`src/rtl/serial_addsub.sv`:
```
// -----------------------------------------------------------------------------
// serial_addsub
//   Bit-serial two's-complement adder/subtractor. One full adder and one carry
//   flip-flop process the operands LSB first, one bit per clock. Subtraction is
//   a + ~b + 1: the B operand is inverted on load and the carry is preset to 1.
//   Latency from the start edge to the done pulse is WIDTH+1 cycles.
//
// Parameters
//   WIDTH   operand width in bits (2..32)
//
// Ports
//   clk     clock, rising edge
//   rst     synchronous reset, active low
//   start   begin an operation (accepted when not busy)
//   sub     0 = a+b, 1 = a-b, sampled with start
//   a, b    operands, sampled with start
//   busy    high while serial bits are being processed
//   done    one-cycle pulse; result and ovf are valid from this cycle on
//   result  {carry_out, sum[WIDTH-1:0]}, held until the next done
//   ovf     signed overflow (carry into MSB xor carry out of MSB)
// -----------------------------------------------------------------------------
module serial_addsub #(
  parameter int WIDTH = 8
) (
  input  logic             clk,
  input  logic             rst,
  input  logic             start,
  input  logic             sub,
  input  logic [WIDTH-1:0] a,
  input  logic [WIDTH-1:0] b,
  output logic             busy,
  output logic             done,
  output logic [WIDTH:0]   result,
  output logic             ovf
);

  localparam logic [1:0] IDLE = 2'd0;
  localparam logic [1:0] RUN  = 2'd1;
  localparam logic [1:0] DONE = 2'd2;

  localparam int             CNT_W = $clog2(WIDTH);
  localparam logic [CNT_W-1:0] LAST = CNT_W'(WIDTH - 1);

  logic [1:0]       state;
  logic [WIDTH-1:0] a_sr;
  logic [WIDTH-1:0] b_sr;
  logic [WIDTH-1:0] res_sr;
  logic             carry;
  logic [CNT_W-1:0] cnt;

  // The single full adder working on the current LSBs.
  logic sum_bit;
  logic carry_next;

  assign sum_bit    = a_sr[0] ^ b_sr[0] ^ carry;
  assign carry_next = (a_sr[0] & b_sr[0]) | (carry & (a_sr[0] ^ b_sr[0]));

  assign busy = (state == RUN);
  assign done = (state == DONE);

  // NOTE: every register here uses non-blocking assignment so all updates in
  // one edge see the pre-edge values; blocking would make the shift order
  // depend on statement order.
  always_ff @(posedge clk) begin
    if (!rst) begin
      // NOTE: these are plain flip-flops, not a RAM, so clearing them all on
      // reset is cheap and makes an aborted operation leave no residue.
      state  <= IDLE;
      a_sr   <= '0;
      b_sr   <= '0;
      res_sr <= '0;
      carry  <= 1'b0;
      cnt    <= '0;
      result <= '0;
      ovf    <= 1'b0;
    end else begin
      case (state)
        IDLE, DONE: begin
          if (start) begin
            a_sr  <= a;
            b_sr  <= sub ? ~b : b;
            carry <= sub;
            cnt   <= '0;
            state <= RUN;
          end else begin
            state <= IDLE;
          end
        end

        RUN: begin
          // start is deliberately not looked at here: operands stay put.
          a_sr   <= {1'b0, a_sr[WIDTH-1:1]};
          b_sr   <= {1'b0, b_sr[WIDTH-1:1]};
          res_sr <= {sum_bit, res_sr[WIDTH-1:1]};
          carry  <= carry_next;
          cnt    <= cnt + CNT_W'(1);
          if (cnt == LAST) begin
            // Last bit is the MSB: publish the assembled sum together with the
            // final carry; carry still holds the carry into the MSB here.
            result <= {carry_next, sum_bit, res_sr[WIDTH-1:1]};
            ovf    <= carry ^ carry_next;
            state  <= DONE;
          end
        end

        default: state <= IDLE;
      endcase
    end
  end

endmodule

```
`config.mk`:
```
export PLATFORM = sky130hd
export DESIGN_NAME = serial_addsub
export DESIGN_NICKNAME = d
export VERILOG_FILES = /design/src/rtl/serial_addsub.sv
export SDC_FILE = /design/constraint.sdc
export NUM_CORES = 1
export LEC_CHECK = 0
export CORE_MARGIN = 2
export CORE_UTILIZATION = 47
export CTS_BUF_LIST = sky130_fd_sc_hd__clkbuf_8
export DETAILED_ROUTE_END_ITERATION = 8
export GPL_ROUTABILITY_DRIVEN = 0
export PLACE_DENSITY = 0.74
export SYNTH_ARGS = -nofsm -noshare
export SYNTH_HDL_FRONTEND = slang
export SYNTH_SLANG_ARGS = --single-unit
```
`constraint.sdc`:
```
create_clock -name clk -period 3.3 [get_ports clk]
set_input_delay 0.99 -clock clk [delete_from_list [all_inputs] [get_ports clk]]
set_output_delay 0.99 -clock clk [all_outputs]
set_load 0.01 [all_outputs]
```
==> results.sh <==
export IMPL_critPathSlowestCell="clkdlybuf4s50_1"
export IMPL_finalMaxSlewViolations=0
export IMPL_post_route_util_pct=61.3
export IMPL_met2_wirelength_um=1710
export IMPL_postCtsSetupBuffers=0
export IMPL_rows=21
export IMPL_layout_common_cells="dfxtp_1 (39), nand2_1 (37), a21boi_1 (33), clkdlybuf4s50_1 (31), nand3_1 (19)"
export IMPL_grt_max_degree=40
export IMPL_setup_violations_final=0
export IMPL_drive_above_1_share_pct=5.19
export IMPL_clock_sinks=39
export IMPL_track_usage_pct=18.1
export IMPL_die_area_um2=4080
export IMPL_status="complete, no violations"
export IMPL_path_cells="nand2b_2 -> inv_2 -> clkdlybuf4s50_1"
export IMPL_cp_end_kind="primary output"
export IMPL_clock_latency_ns=0.28
export IMPL_post_dp_cell_area_um2=2000
export IMPL_grt_pass1_vias=1310
export IMPL_worst_ep_required_time_ns=2.31
export IMPL_dieHeight_um=63.9
export IMPL_drcViolationCount=0
export IMPL_highest_layer="met4"
export IMPL_path_max_fanout=6
export IMPL_min_delay_path_class="reg2reg"
export IMPL_setup_tns_ns=0
export IMPL_rsz0062_at_grt="false"
export IMPL_hold_buffers=0
export IMPL_tightestPinTransition_ns=0.747
export IMPL_skew_ns=0.00177
export IMPL_start_util_pct=49.8
export IMPL_max_slew_margin_pct=50.2
export IMPL_vias=1378
export IMPL_worst_setup_path_start_kind="register"
export IMPL_ys_types=25
export IMPL_max_freq_mhz=419
export IMPL_fin_crit_sh_pct=72.3
export IMPL_first_iter_violations=78
export IMPL_root_buffer="clkbuf_8"
export IMPL_cts_made_buffers=5
export IMPL_grt_antenna_before_repair=0
export IMPL_irDropWorstVdd_uv=256
export IMPL_overflow=0
export IMPL_grt_pass1_wl_um=5830
export IMPL_design_area_um2=2080
export IMPL_cts_tree="yes"
export IMPL_syn_inst=186
export IMPL_period_minus_slack_ns=2.39
export IMPL_syn_avg_cell_area_um2=9.07
export IMPL_clk_path_buf_depth=2
export IMPL_setup_worst_path_class="reg2out"
export IMPL_p_leak_nw=0.765
export IMPL_antenna_cells=0
export IMPL_wl_per_cell_um=12.8
export IMPL_cts_clk_slew_worst_paths_ns=0.07
export IMPL_wl_met3_um=139
export IMPL_synthesis_area_um2=1690
export IMPL_cap_violations=0
export IMPL_layout_commonest_cell="dfxtp_1"
export IMPL_viasPerCell=5.34
export IMPL_synth_warnings=0
export IMPL_portBuffers=31
export IMPL_layout_cells_non_filler=258
export IMPL_final_antenna_net_count=0
export IMPL_area_delta_synth_final_pct=23.1
export IMPL_syn_num_nets=209
export IMPL_synth_seq_cells=39
export IMPL_core_um2=3390
export IMPL_powerDensity_nw_per_um2=434
export IMPL_final_hold_viol_count=0
export IMPL_dpl_cell_count=252
export IMPL_die_w_um=63.9
export IMPL_arrival_ns=1.40
export IMPL_hpwl_um=2250
export IMPL_h_tree_depth=2
export IMPL_p_total_w=0.000901
export IMPL_cts_resized=0
export IMPL_max_stage_delay_ns=0.53
export IMPL_wl_met1_um=1390
export IMPL_drtPass1Iterations=4
export IMPL_final_nets=236
export IMPL_io_pins=32
export IMPL_routed_wl_um=3300
export IMPL_synth_seq_area_share_pct=46.3
-- where the power goes --
part           leakage (nW)  switching, W  total, W  internal (W)
registers             0.317     0.0000126  0.000503      0.000490
clock network        0.0413      0.000146  0.000284      0.000138
logic                 0.406     0.0000580  0.000115     0.0000570
total                 0.765      0.000217  0.000901      0.000684
-- state kept, by name, summed over array words and instances (netlist names) --
register	count
a_sr	8
b_sr	8
carry	1
cnt	3
ovf	1
res_sr	7
result	9
state	2
-- through the flow --
stage,worst slack [ns],hold WS [ns]
after CTS,0.900,0.451
final,0.915,0.448
after global placement,0.823,0.440
after global routing,0.853,0.470
after floorplan,1.54,0.431
after detailed placement,0.784,0.442
-- synthesized netlist by cell type --
library cell  number  area [um^2]
nand3_1           19         95.1
nand3b_1           1         7.51
and2_1             2         12.5
buf_2              7         35.0
o21a_1             1         7.51
nand2_1           37          139
xor2_1             8         70.1
o211a_1            1         10.0
a21boi_0           2         15.0
a22oi_1           15          113
o21ai_0            1         5.00
nor2b_1            2         12.5
dfxtp_1           39          781
fa_1               1         20.0
nand2b_1           1         6.26
clkbuf_1           4         15.0
xnor2_1            1         8.76
nor2_1             1         3.75
ha_1               2         25.0
and3b_1            1         8.76
buf_4              4         30.0
nand2b_2           1         8.76
inv_2              1         3.75
and3_1             1         6.26
a21boi_1          33          248
-- metal layers --
layer / track usage (%) / vias to the layer above
met5: 0 / -
met4: 8.15 / 0
met3: 4.23 / 8
met2: 32.4 / 27
met1: 20.3 / 655
li1: - / 688
-- worst max-delay path, delay by kind of cell, from the launching register on --
kind                   cells  cell delay (ns)
buffers and inverters      2             0.60
flip-flops                 1             0.42
AND/OR/NAND/NOR            1             0.09
-- area by class of cell --
cell class                      instances  area (um^2)
Tap cell                               46         57.6
Timing Repair Buffer                   35          340
Clock inverter                          1         3.75
Clock buffer                            5         68.8
Inverter                                1         3.75
Multi-Input combinational cell        131          822
Fill cell                             306         1310
Sequential cell                        39          781
-- kinds of logic after synthesis --
logic type,synth area share [%]
AOI/OAI and AO/OA,23.6
xor gates and xnor gates,4.67
adders and majority gates,2.67
buffers and inverters,4.97
DFF,46.3
and+or+nand+nor,17.8
-- worst paths after layout --
kind	from	endpoint	slack (ns)	cells after the start
setup / recovery	state[0]	busy	0.91	3
hold / removal	res_sr[1]	result[0]	0.45	2
setup reg to reg	state[0]	cnt[0]	1.78	3
hold reg to reg	res_sr[1]	result[0]	0.45	2
Note: power is estimated with default switching activity, not from simulation.
